`src/rtl/seg_scan_driver.sv`:
```
// Four-digit multiplexed seven-segment scan driver.
// Walks the four digit slots, holding each anode dark for a short dead time
// at the start of every slot, and feeds the matching BCD nibble to a
// downstream segment encoder. Input digits are double-buffered so that a
// displayed frame never mixes old and new values, and leading zeros can
// be blanked.
module seg_scan_driver #(
    parameter int CLK_DIV = 100000,
    parameter int DEAD    = 16
) (
    input  logic        clk,
    input  logic        rst_n,
    input  logic        enable,
    input  logic [15:0] digits,
    input  logic        load,
    input  logic        lz_en,
    output logic [3:0]  bcd_out,
    output logic [3:0]  an,
    output logic [1:0]  digit_idx,
    output logic        pending,
    output logic        frame_done
);

    localparam int            CW       = (CLK_DIV > 1) ? $clog2(CLK_DIV) : 1;
    localparam logic [CW-1:0] CNT_MAX  = CW'(CLK_DIV - 1);
    localparam logic [CW-1:0] DEAD_CNT = CW'(DEAD);

    // Scan state
    logic          r_run;
    logic [CW-1:0] r_cnt;
    logic [1:0]    r_idx;
    logic [15:0]   r_active;
    logic [15:0]   r_shadow;
    logic          r_pending;
    logic          r_frame_done;
    logic [3:0]    r_an;
    logic [3:0]    r_bcd;

    // Next-state values
    logic          w_run_nxt;
    logic [CW-1:0] w_cnt_nxt;
    logic [1:0]    w_idx_nxt;
    logic [15:0]   w_active_nxt;
    logic [15:0]   w_shadow_nxt;
    logic          w_pending_nxt;
    logic          w_fd_nxt;
    logic [3:0]    w_an_nxt;
    logic [3:0]    w_bcd_nxt;

    logic          w_slot_end;
    logic          w_wrap;
    logic [3:0]    w_nib;
    logic          w_blank;
    logic          w_z3;
    logic          w_z2;
    logic          w_z1;

    assign w_slot_end = (r_cnt == CNT_MAX);
    // The 3 -> 0 slot transition is the frame boundary; buffers swap only here.
    assign w_wrap     = r_run && enable && w_slot_end && (r_idx == 2'd3);

    // Slot counter, digit index and double-buffer control.
    always_comb begin
        // NOTE: every signal gets a default first so no path can infer a latch.
        w_run_nxt     = r_run;
        w_cnt_nxt     = r_cnt;
        w_idx_nxt     = r_idx;
        w_active_nxt  = r_active;
        w_shadow_nxt  = r_shadow;
        w_pending_nxt = r_pending;
        w_fd_nxt      = 1'b0;

        if (!enable) begin
            // Display is dark, so new data can go straight to the active buffer.
            w_run_nxt     = 1'b0;
            w_cnt_nxt     = '0;
            w_idx_nxt     = 2'd0;
            w_pending_nxt = 1'b0;
            if (load)
                w_active_nxt = digits;
            else if (r_pending)
                w_active_nxt = r_shadow;
        end else if (!r_run) begin
            // First enabled cycle: start slot 0 cleanly, no frame pulse.
            w_run_nxt = 1'b1;
            w_cnt_nxt = '0;
            w_idx_nxt = 2'd0;
            if (load) begin
                w_shadow_nxt  = digits;
                w_pending_nxt = 1'b1;
            end
        end else begin
            if (w_slot_end) begin
                w_cnt_nxt = '0;
                w_idx_nxt = r_idx + 2'd1;
                w_fd_nxt  = (r_idx == 2'd3);
            end else begin
                w_cnt_nxt = r_cnt + 1'b1;
            end

            if (w_wrap) begin
                w_pending_nxt = 1'b0;
                if (load)
                    w_active_nxt = digits;
                else if (r_pending)
                    w_active_nxt = r_shadow;
            end else if (load && r_frame_done) begin
                // Still inside slot 0 dead time, so the whole frame shows it.
                w_active_nxt = digits;
            end else if (load) begin
                w_shadow_nxt  = digits;
                w_pending_nxt = 1'b1;
            end
        end
    end

    // Leading-zero blanking and anode/nibble decode for the upcoming cycle.
    always_comb begin
        w_z3 = (w_active_nxt[15:12] == 4'h0);
        w_z2 = (w_active_nxt[11:8]  == 4'h0);
        w_z1 = (w_active_nxt[7:4]   == 4'h0);
        w_nib   = w_active_nxt[3:0];
        w_blank = 1'b0;
        case (w_idx_nxt)
            2'd3: begin
                w_nib   = w_active_nxt[15:12];
                w_blank = w_z3;
            end
            2'd2: begin
                w_nib   = w_active_nxt[11:8];
                w_blank = w_z3 && w_z2;
            end
            2'd1: begin
                w_nib   = w_active_nxt[7:4];
                w_blank = w_z3 && w_z2 && w_z1;
            end
            default: begin
                w_nib   = w_active_nxt[3:0];
                w_blank = 1'b0;
            end
        endcase
        w_blank = w_blank && lz_en;

        w_an_nxt  = 4'b1111;
        w_bcd_nxt = 4'hF;
        if (enable) begin
            w_bcd_nxt = w_blank ? 4'hF : w_nib;
            if (!w_blank && (w_cnt_nxt >= DEAD_CNT))
                w_an_nxt = ~(4'b0001 << w_idx_nxt);
        end
    end

    // State and registered outputs, all updated together so they stay consistent.
    always_ff @(posedge clk or negedge rst_n) begin
        if (!rst_n) begin
            r_run        <= 1'b0;
            r_cnt        <= '0;
            r_idx        <= 2'd0;
            r_active     <= 16'h0000;
            r_shadow     <= 16'h0000;
            r_pending    <= 1'b0;
            r_frame_done <= 1'b0;
            r_an         <= 4'b1111;
            r_bcd        <= 4'hF;
        end else begin
            // NOTE: non-blocking assignments so every register samples pre-edge values.
            r_run        <= w_run_nxt;
            r_cnt        <= w_cnt_nxt;
            r_idx        <= w_idx_nxt;
            r_active     <= w_active_nxt;
            r_shadow     <= w_shadow_nxt;
            r_pending    <= w_pending_nxt;
            r_frame_done <= w_fd_nxt;
            r_an         <= w_an_nxt;
            r_bcd        <= w_bcd_nxt;
        end
    end

    assign an         = r_an;
    assign bcd_out    = r_bcd;
    assign digit_idx  = r_idx;
    assign pending    = r_pending;
    assign frame_done = r_frame_done;

endmodule

```
`config.mk`:
```
export PLATFORM = sky130hd
export DESIGN_NAME = seg_scan_driver
export DESIGN_NICKNAME = d
export VERILOG_FILES = /design/src/rtl/seg_scan_driver.sv
export SDC_FILE = /design/constraint.sdc
export NUM_CORES = 1
export LEC_CHECK = 0
export ABC_AREA = 0
export BUFFER_PORTS_ARGS = -buffer_cell sky130_fd_sc_hd__buf_2
export CAP_MARGIN = 20
export CORE_ASPECT_RATIO = 1.75
export CORE_MARGIN = 2
export CORE_UTILIZATION = 54
export DETAILED_ROUTE_END_ITERATION = 12
export GPL_TIMING_DRIVEN = 0
export PLACE_DENSITY = 0.82
export SYNTH_ARGS = -nofsm -noshare
export SYNTH_HDL_FRONTEND = slang
export SYNTH_SLANG_ARGS = --single-unit
```
`constraint.sdc`:
```
create_clock -name clk -period 2.95 [get_ports clk]
set_input_delay 0.59 -clock clk [delete_from_list [all_inputs] [get_ports clk]]
set_output_delay 0.59 -clock clk [all_outputs]
set_load 0.02 [all_outputs]
```
# Word-level counts from Yosys, hierarchy flattened
# Index checks and enable logic that the tools add are counted.
word_totals:
  in_bits: 21
  reg_bits: 62
  out_inout_bits: 12
op_classes:
  shift: 1
  n_eq_ne: 8
  n_mux: 31
  n_reduce_logical: 13
  addsub: 2
  magnitude_cmp: 1
  n_bitwise: 1
op_table:
  columns: ["operator", "n"]
  rows:
  - ["16-bit 2-to-1 mux", 10]
  - ["17-bit 2-to-1 mux", 3]
  - ["17-bit by 1-bit adder with 17-bit output, second input constant", 1]
  - ["17-bit equality test, second input constant", 1]
  - ["17-bit by 5-bit >= comparator with 1-bit output, second input constant", 1]
  - ["4-bit 2-to-1 mux", 4]
  - ["4-bit zero test", 3]
  - ["4-bit one-hot mux with 3 select lines", 1]
  - ["1-bit 2-to-1 mux", 9]
  - ["1-bit logical AND", 8]
  - ["2-bit equality test, second input constant", 3]
  - ["2-bit 2-to-1 mux", 3]
  - ["2-bit != test, second input constant", 2]
  - ["4-bit != test, second input constant", 1]
  - ["4-bit inverter", 1]
  - ["1-bit by 2-bit << shifter with 4-bit output, first input constant", 1]
  - ["1-bit one-hot mux with 3 select lines", 1]
  - ["3-bit AND reduction", 1]
  - ["2-bit by 1-bit adder with 2-bit output, second input constant", 1]
  - ["2-bit by 1-bit equality test with 1-bit output, second input constant", 1]
  - ["1-bit zero test", 1]

# Logic depth before layout (Yosys ltp)
# Gate-level depths: netlist of the first run.
logic_depth:
  ltp_word: 15
  depth_mapped: 11

# Worst setup path after synthesis of the first run
# Ideal clock, no wire load.
synth_timing:
  path_type: "flip-flop to flip-flop"
  startpoint: "register r_cnt[0]"
  endpoint: "register r_an[1], in the netlist an[1]"
  path_buffers: 1
  t_arrival_ns: 2.485
  t_required_ns: 2.856
  slack_ns: 0.370
  stages_incl_launch_ff: 10
  path_cell_list: "dfrtp_1 > ha_1 > and4_1 > nand4_2 > o31a_1 > buf_6 > o211a_4 > a41oi_4 > nor4_4 > or4_1"
synth_via:
  elab_chain_len: 15
synth_rtl:
  columns: ["element", "line_no", "text"]
  rows:
  - ["start, declared", "30", "logic [CW-1:0] r_cnt;"]
  - ["start signal, assigned", "168", "r_cnt <= w_cnt_nxt;"]
  - ["branches (longest 13 deep; another with 17-bit by 1-bit adder with 17-bit output)", null, null]
  - ["4-bit 2-to-1 mux (*)", "148", "if (!w_blank && (w_cnt_nxt >= DEAD_CNT))"]
  - ["4-bit 2-to-1 mux (*)", "146", "if (enable) begin"]
  - ["net w_an_nxt[1]", "47", "logic [3:0] w_an_nxt;"]
  - ["end signal, assigned", "174", "r_an <= w_an_nxt;"]
  - ["end, declared", "36", "logic [3:0] r_an;"]
# Mark *: on every way through the listed nets, which the timed path passes.
# A chain may end at the register's enable or synchronous reset.

# Worst setup path after layout of the first run
layout_timing:
  startpoint: "register r_cnt[9]"
  endpoint: "register r_an[1], in the netlist an[1]"
# Same word-level chain as after synthesis.

==> results.md, run 1 <==
- Die ar.: 0.00728 mm2
- Max-Cap Viols: 0
- Sequential share of the synthesized area: 43.9%
- Crit start category: flip-flop
- Tcrit/Tclk final: 97.8%
- Ports: 33
- Fraction of layout cells with a size suffix above 1: 24.8%
- GPL Wtd Cong: 0.945
- DRT Wirelength: 8990 um
- Worst hold margin: 0.252 ns
- Crit-path cells: buf_4 > nand4_1 > or3_1 > buf_4 > o31a_1 > buf_6 > o211a_4 > a41oi_4 > nor4_4 > buf_4 > or4_1
- Mean Syn Cell Area: 9.62 um2
- CTS tree: done
- Worst Skew: 0.00682 ns
- # port buffers: 31
- Slowest cell on the critical path: or4_1
- CP max stage delay: 0.47 ns
- # clock sinks: 62
- Buf+Inv Stages, Crit Path: 4
- Status: completed
- Total chip power: 2270 uW
- Most common cell on crit path: buf_4
- Routed len/inst: 17.9 um
- Area of the mapped netlist: 0.00356 mm2
- Worst Tran Pin Value: 0.693 ns
- Htree depth: 3
- Reg2reg start: r_cnt[9]
- Initial antenna violation count: 0
- LEAKAGE: 0.00184 uW
- Rel. slew slack: 53.4%
- Chip width: 65.4 um
- CP delay by family, top: simple AND/OR/NAND/NOR gates
- Core footprint: 0.00644 mm2
- Async set or reset register ratio after synthesis: 100%
- Crit path max fanout: 10
- Most used DFF post-synth: dfrtp_1
- Cells after Synth: 370
- Vias/cell: 6.16
- Final worst path period need: 2.89 ns
- Fmax: 0.347 GHz
- Total negative slack: 0 ns
- Via Count: 3090
- Yosys reg bits: 62
- Post-DP HPWL: 6350 um
- CP startpoint: r_cnt[9]
- Layout Nets: 438
- CTS Hold Bufs: 0
- Global-route wire length before repair: 14900 um
- Hold Vio Cnt, Final: 0
- Number of diodes: 0
- Post-route ant nets: 0
- Critical R2R Capture: an[1]
- CTS buffer count: 9
- Gr usage total: 26.8%
- Root Buffer: clkbuf_16
- # DRC: 0
- Clk Latency, worst-skew pair: 0.33 ns
- Crit end category: flip-flop
- FF-to-FF setup slack: 0.06 ns
- Max clock buf depth: 2
- CP Capture Point: an[1]
- Post-DP Area: 0.00384 mm2
- Starting Density: 55.2%
- Worst hold path type: input port to async pin
- Crit Path Category: flip-flop to flip-flop
- Max-slew violations: 0
- P&R area growth vs syn: 18.7%
- Largest net degree at the start of global routing: 41
- Fillers: 530
- Pwr Density: 537 mW/mm2
- Final setup fails: 0
- GR Overflow Total: 0
- Worst path depth: 11
- Yosys cell types: 56
- R2R depth: 11
- Post-Syn Nets: 393
- Row Count: 39
- Vias in the first global route: 3113
- Post-synth EDFFs: 0
- Synth warn: 0
- Cell area after layout: 0.00423 mm2
- Drt pass-1 iters: 5
- Crit path DAT: 3.12 ns
- VDD IR max: 383 uV
- Iteration-0 DRC Markers: 286
- Clock transition at path regs: 0.05 ns
- Die Y: 111 um
- Data required, critical path: 3.19 ns
how the worst min path moves through the flow:
stage                            start      endpoint  slack (ns)  cells after the start
after floorplan                  rst_n  digit_idx[0]        0.29                      0
after global placement    r_shadow[12]  r_shadow[12]        0.49                      1
after detailed placement      r_cnt[0]      r_cnt[0]        0.50                      1
after CTS                        rst_n   r_shadow[2]        0.25                      1
after global routing             rst_n   r_shadow[1]        0.30                      1
final                            rst_n   r_shadow[2]        0.25                      1
per-layer routing:
layer	GRT usage (%)	wire length, um	vias to the layer above
met5	0	0	-
met4	16.3	484	0
met3	5.56	433	43
met2	46.1	4780	123
met1	29.5	3290	1504
li1	-	-	1420
power breakdown:
| part | internal (uW) | switching [uW] |
|---|---|---|
| clock | 613 | 345 |
| sequential | 929 | 44.1 |
| combinational | 142 | 194 |
cell usage in the layout, fill, tap and decap left out, drive strengths merged, types with 6 or more instances in the layout:
| cell | Yosys | routed |
|---|---|---|
| inv | 11 | 11 |
| and3 | 7 | 7 |
| a211oi | 6 | 6 |
| dfrtp | 54 | 54 |
| xor2 | 12 | 12 |
| clkbuf | 12 | 25 |
| nand3 | 9 | 9 |
| nand2 | 38 | 38 |
| a21oi | 20 | 20 |
| xnor2 | 6 | 6 |
| nand4 | 11 | 11 |
| nor3 | 12 | 12 |
| nor2 | 44 | 44 |
| mux2i | 23 | 23 |
| buf | 9 | 45 |
| dfstp | 8 | 8 |
| mux2 | 18 | 18 |
| o21ai | 21 | 21 |
layout make-up:
cell class / count / area (um2) / share of cell area (%)
clock inverter: 1 / 5.00 / 0.118
multi-input combinational: 276 / 1940 / 46.0
sequential: 62 / 1560 / 37.0
timing repair buffer: 36 / 205 / 4.86
inverter: 11 / 41.3 / 0.977
clock buffer: 15 / 268 / 6.34
buffer: 19 / 98.8 / 2.34
tap: 82 / 103 / 2.43
Yosys cell counts (2+ instances only):
cell / count / area, um2
clkbuf_1: 12 / 45.0
mux2i_1: 23 / 230
a221oi_2: 2 / 30.0
xnor2_1: 6 / 52.6
nand2_1: 38 / 143
nor4_1: 3 / 18.8
o21ai_1: 2 / 10.0
nor2_1: 44 / 165
o21ai_0: 19 / 95.1
nand4_1: 10 / 62.6
a211o_1: 4 / 35.0
a221oi_1: 2 / 17.5
xor2_1: 12 / 105
a21oi_1: 19 / 95.1
nor3_1: 11 / 55.1
and2_1: 2 / 12.5
ha_1: 2 / 25.0
buf_2: 6 / 30.0
dfrtp_1: 54 / 1350
and4_1: 4 / 35.0
and3_1: 7 / 43.8
a41oi_1: 3 / 26.3
mux2_2: 18 / 203
inv_1: 11 / 41.3
or3_1: 4 / 25.0
a211oi_1: 5 / 37.5
dfstp_2: 8 / 210
nand3_1: 9 / 45.0
o211ai_1: 2 / 15.0
a22oi_1: 2 / 15.0
metrics by stage:
step	setup slack, ns	cells	utilization [%]
2_1_floorplan	0.370	370	-
3_3_place_gp	-0.179	483	59.2
3_5_place_dp	-0.238	484	59.6
4_1_cts	0.00734	501	64.6
5_1_grt	-0.0359	502	65.6
6_report	0.0648	502	65.6
registers in the layout, summed over array words and instances, names as in the netlist:
signal	flops
r_shadow	16
an	4
digit_idx	2
frame_done	1
bcd_out	4
r_active	16
r_cnt	17
r_run	1
pending	1
cells by family (layout without fill, tap and decap cells):
group / count (synthesis) / count (layout) / synth area share, %
multiplexers: 41 / 41 / 12.2
flip-flops: 62 / 62 / 43.9
XOR/XNOR: 18 / 18 / 4.43
adder cells (fa/ha/maj): 2 / 2 / 0.703
AND/OR/NAND/NOR: 141 / 141 / 19.5
AO/OA/AOI/OAI: 74 / 74 / 15.4
buffers and inverters: 32 / 82 / 3.90
repair_timing:
action,4_1_cts,5_1_grt
endpoints found under the setup margin,7,16
gates resized for setup,8,13
endpoints found under the hold margin,0,0
pin swaps,2,2
buffers inserted,1,3
Note: power is estimated with default switching activity, not from simulation.
==> inputs of run 2 (changes only) <==
--- a/config.mk
+++ b/config.mk
@@ -6,7 +6,7 @@
 export NUM_CORES = 1
 export LEC_CHECK = 0
 export ABC_AREA = 0
-export BUFFER_PORTS_ARGS = -buffer_cell sky130_fd_sc_hd__buf_2
+export BUFFER_PORTS_ARGS = -buffer_cell sky130_fd_sc_hd__buf_4
 export CAP_MARGIN = 20
 export CORE_ASPECT_RATIO = 1.75
 export CORE_MARGIN = 2
@@ -14,6 +14,7 @@
 export DETAILED_ROUTE_END_ITERATION = 12
 export GPL_TIMING_DRIVEN = 0
 export PLACE_DENSITY = 0.82
+export SKIP_LAST_GASP = 1
 export SYNTH_ARGS = -nofsm -noshare
 export SYNTH_HDL_FRONTEND = slang
 export SYNTH_SLANG_ARGS = --single-unit
==> run 2 against run 1 <==
Against the previous run:
- non-clock buffer count grew 2
- die area unchanged
- register-to-register slack got worse by 0.04 ns
- fmax shrank 1.4%
- cell count grew 0.40%
- sequential cell count stayed put
- global-route usage down 0.11 points
- worst hold slack better by 0.089 ns
- critical path type unchanged
- total power shrank 0.78%
- clock-buffer cell count shrank 1
- first-iteration DRC count up 8.0%
- via count fell by 1.8%
==> results.md, run 2 (same netlist as run 1, synthesis figures left out) <==
- Most common cell on crit path: buf_6
- Max clock buf depth: 2
- Biggest regs: r_cnt x17, r_active x16, r_shadow x16
- # clock sinks: 62
- Clk Latency, worst-skew pair: 0.34 ns
- Post-DP HPWL: 6240 um
- Reg2reg start: r_cnt[10]
- Root Buffer: clkbuf_16
- Total chip power: 2250 uW
- Largest reg by FF count: r_cnt
- Combinational share of power: 15.3%
- CTS buffer count: 9
- Fmax: 0.342 GHz
- Pint: 1650 uW
- GR Overflow Total: 0
- GPL Wtd Cong: 0.962
- Number of flip-flops under the largest register name: 17
- Worst Skew: 0.00718 ns
- # DRC: 0
- Layout Nets: 440
- Row Count: 39
- Cell area after layout: 0.00431 mm2
- CP max stage delay: 0.46 ns
- Switching Fraction: 26.6%
- Crit Path Category: flip-flop to flip-flop
- Vias/cell: 6.02
- Global-route wire length before repair: 14600 um
- Crit-path cells: nand4_1 > or3_1 > buf_6 > o31a_1 > buf_6 > o211a_4 > a41oi_4 > nor4_4 > buf_4 > or4_1
- Final setup fails: 0
- Initial antenna violation count: 0
- Tcrit/Tclk final: 99.2%
- CP delay by family, top: simple AND/OR/NAND/NOR gates
- Worst hold path type: input port to async pin
- Pwr Density: 522 mW/mm2
- Hold Vio Cnt, Final: 0
- Fraction of layout cells with a size suffix above 1: 24.9%
- Net Switching: 599 uW
- Htree depth: 3
- Drt pass-1 iters: 5
- Core footprint: 0.00644 mm2
- Clock network fraction of design power: 41.1%
- Die ar.: 0.00728 mm2
- Largest net degree at the start of global routing: 63
- Most frequent cells in the layout: 53 x dfrtp_1, 43 x nor2_1, 38 x buf_4, 37 x nand2_1, 23 x mux2i_1
- Status: completed
- Iteration-0 DRC Markers: 309
- # port buffers: 31
- Crit end category: flip-flop
- DRT Wirelength: 9060 um
- LEAKAGE: 0.00188 uW
- Final worst path period need: 2.93 ns
- Die Y: 111 um
- Crit start category: flip-flop
- Number of diodes: 0
- P&R area growth vs syn: 21.2%
- Post-DP Area: 0.00389 mm2
- Most common cell after layout, fill and taps aside: dfrtp_1
- Seq pwr share: 43.6%
- Max-slew violations: 0
- Starting Density: 55.2%
- Crit path DAT: 3.17 ns
- Slowest cell on the critical path: or4_1
- Worst hold margin: 0.341 ns
- VDD IR max: 351 uV
- Chip width: 65.4 um
- CP startpoint: r_cnt[10]
- Via Count: 3033
- Post-route ant nets: 0
- Gr usage total: 26.7%
- Max-Cap Viols: 0
- Clock transition at path regs: 0.05 ns
- Rel. slew slack: 48.4%
- Worst Tran Pin Value: 0.774 ns
- Vias in the first global route: 3041
- Buf+Inv Stages, Crit Path: 3
- Data required, critical path: 3.20 ns
- CTS tree: done
- Final design utilization: 66.9%
- Routed len/inst: 18.0 um
- Crit path max fanout: 7
- Ports: 33
[run 2: through the flow]
| step | setup WS, ns | TNS [ns] | instances |
|---|---|---|---|
| 6_report | 0.0236 | 0 | 504 |
| 5_1_grt | -0.0237 | -0.0589 | 504 |
| 4_1_cts | 0.0379 | 0 | 501 |
| 3_5_place_dp | -0.182 | -1.19 | 483 |
| 3_3_place_gp | -0.122 | -0.621 | 483 |
| 2_1_floorplan | 0.370 | 0 | 370 |
[run 2: power groups by stage]
| stage | clock network [uW] | registers (uW) | logic [uW] |
|---|---|---|---|
| finish | 923 | 981 | 345 |
| global route | 963 | 989 | 377 |
| CTS | 939 | 973 | 335 |
| detailed placement | 0 | 986 | 329 |
| global placement | 0 | 981 | 320 |
| floorplan | 0 | 981 | 217 |
[run 2: final timing paths]
path,endpoint,slack [ns],cells past startpoint
min in group clk,r_run,0.44,1
worst min register to register,r_shadow[2],0.50,1
max in group asynchronous,r_cnt[0],2.07,1
worst min-delay path,r_active[2],0.34,1
worst max-delay path,an[1],0.02,10
worst max register to register,an[1],0.02,10
[run 2: layout make-up]
class / count / area, um2
Buffer: 18 / 103
Clock buffer: 14 / 244
Clock inverter: 2 / 10.0
Fill cell: 529 / 2130
Inverter: 11 / 41.3
Multi-Input combinational cell: 276 / 1960
Sequential cell: 62 / 1560
Tap cell: 82 / 103
Timing Repair Buffer: 39 / 290
[run 2: what timing repair did]
| action | CTS | global route |
|---|---|---|
| endpoints found under the setup margin | 7 | 16 |
| gates resized for setup | 6 | 18 |
| pin swaps | 2 | 1 |
| hold buffers | 0 | 0 |
| cloned | 0 | 1 |
| setup buffers | 2 | 5 |
[run 2: routing by layer]
metal / up-vias / global-route usage (%) / wire length [um]
met5: - / 0 / 0
met4: 0 / 19.2 / 501
met3: 30 / 4.65 / 358
met2: 110 / 45.0 / 4890
met1: 1461 / 29.3 / 3310
li1: 1432 / - / -
==> inputs of run 3 (changes only) <==
==> constraint.sdc (replaced) <==
create_clock -name clk -period 3.1 [get_ports clk]
set_input_delay 0.62 -clock clk [delete_from_list [all_inputs] [get_ports clk]]
set_output_delay 0.62 -clock clk [all_outputs]
set_load 0.02 [all_outputs]
==> run 3 against run 2 <==
Against the previous run:
- first-iteration DRC count decreased by 11%
- non-clock buffer count decreased by 4
- utilization down 1.6 points
- total power shrank 5.8%
- setup slack improved by 0.084 ns
- routed wire length shrank 3.4%
- clock-buffer cell count did not move
- highest routed layer unchanged
==> results.md, run 3 (same netlist as run 1, synthesis figures left out) <==
- Vias/cell: 5.94
- Post-DP Area: 0.00389 mm2
- P&R area growth vs syn: 18.3%
- Number of flip-flops under the largest register name: 17
- Pwr Density: 504 mW/mm2
- Drt pass-1 iters: 4
- Gr usage total: 26.4%
- Largest net degree at the start of global routing: 63
- Crit-path cells: buf_4 > nand4_1 > or3_1 > buf_2 > o31a_1 > buf_6 > o211a_4 > a41oi_4 > nor4_4 > buf_4 > or4_1
- Core footprint: 0.00644 mm2
- Met2 GRT Util: 44.6%
- Tcrit/Tclk final: 96.5%
- Ports: 33
- Max-slew violations: 0
- CTS buffer count: 9
- Crit path DAT: 3.24 ns
- Fillers: 551
- Htree depth: 3
- Max clock buf depth: 2
- Cell area after layout: 0.00421 mm2
- Total negative slack: 0 ns
- Final setup fails: 0
- CP max stage delay: 0.46 ns
- Status: completed
- Most common cell on crit path: buf_4
- CTS tree: done
- GR Overflow Total: 0
- # clock sinks: 62
- VDD IR max: 324 uV
- Final worst path period need: 2.99 ns
- # DRC: 0
- LEAKAGE: 0.00184 uW
- Met1 GRT Util: 29.1%
- Root Buffer: clkbuf_16
- Routed len/inst: 17.5 um
- Crit end category: flip-flop
- Row Count: 39
- Biggest regs: r_cnt x17, r_active x16, r_shadow x16
- DP Cell Count: 483
- Initial antenna violation count: 0
- Most common cell after layout, fill and taps aside: dfrtp_1
- Final design utilization: 65.3%
- Slowest cell on the critical path: or4_1
- Post-DP HPWL: 6240 um
- Buf+Inv Stages, Crit Path: 4
- Worst hold margin: 0.369 ns
- DRT Wirelength: 8760 um
- Clock transition at path regs: 0.05 ns
- Iteration-0 DRC Markers: 274
- Global-route wire length before repair: 14400 um
- Rel. slew slack: 47.9%
- Crit Path Category: flip-flop to flip-flop
- Data required, critical path: 3.35 ns
- Fraction of layout cells with a size suffix above 1: 22.2%
- GPL Wtd Cong: 0.962
- Post-route ant nets: 0
- RSZ-0062 raised after global routing: false
- Hold Vio Cnt, Final: 0
- Clk Latency, worst-skew pair: 0.33 ns
- Most frequent cells in the layout: 54 x dfrtp_1, 43 x nor2_1, 38 x nand2_1, 33 x buf_4, 23 x mux2i_1
- GRT Max-Usage Layer: met2
- Layout Nets: 436
- CTS Hold Bufs: 0
- Crit path max fanout: 10
- Worst Skew: 0.00650 ns
- Via Count: 2968
- Die Y: 111 um
- Number of diodes: 0
- Worst hold path type: input port to async pin
- Fin cells: 500
- # port buffers: 31
- Met3 usage: 4.65%
- Largest reg by FF count: r_cnt
- Crit start category: flip-flop
- Worst Tran Pin Value: 0.782 ns
- Fmax: 0.334 GHz
- Starting Density: 55.2%
- CP delay by family, top: simple AND/OR/NAND/NOR gates
- Die ar.: 0.00728 mm2
- Vias in the first global route: 3008
- Max-Cap Viols: 0
- Chip width: 65.4 um
## run 3: changes by cell type in the layout (fill, tap and decap cells not counted), moves of 2 or more
cell | previous run | this run
buf_4 | 38 | 33
buf_6 | 4 | 1
clkbuf_1 | 14 | 17
a221oi_2 | 1 | 3
a221oi_4 | 2 | 0
## run 3: power breakdown
group	internal [uW]	leakage, uW	switching [uW]
combinational	142	0.000949	178
clock	538	0.000125	335
sequential	884	0.000766	43.0
total	1560	0.00184	556
## run 3: final timing paths
check,startpoint,to,slack (ns),cells after the start
max,r_cnt[9],an[1],0.11,11
min,rst_n,r_shadow[2],0.37,1
max reg2reg,r_cnt[9],an[1],0.11,11
min reg2reg,r_shadow[2],r_shadow[2],0.50,1
max in group asynchronous,rst_n,r_cnt[15],2.22,1
min in group clk,enable,r_run,0.47,1
## run 3: stage by stage
step,setup WS (ns),total power [uW]
2_1_floorplan,0.520,1140
3_3_place_gp,-0.00170,1240
3_5_place_dp,-0.0619,1250
4_1_cts,0.00489,2130
5_1_grt,0.0172,2200
6_report,0.108,2120
## run 3: final cells by class
type / instances / area (um2) / area share, %
clock buffers: 14 / 244 / 5.80
inverters: 11 / 41.3 / 0.981
repair buffers: 32 / 240 / 5.71
flip-flops and latches: 62 / 1560 / 37.1
plain buffers: 21 / 100 / 2.38
well taps: 82 / 103 / 2.44
clock inverters: 2 / 10.0 / 0.238
multi-input cells: 276 / 1910 / 45.4
## run 3: timing repair
action,in CTS,in global routing
gates resized for setup,0,10
buffers inserted,0,1
endpoints found under the setup margin,0,7
## run 3: layer usage
metal	wire length (um)	vias up
met5	0	-
met4	402	0
met3	358	25
met1	3350	1440
met2	4650	79
li1	-	1424
## run 3: worst register-to-register path: cells and delay by family, from the launching register on
family	cells	cell delay, ns
compound gates	3	0.87
buf+inv	4	0.71
flops	1	0.32
simple gates	4	1.02
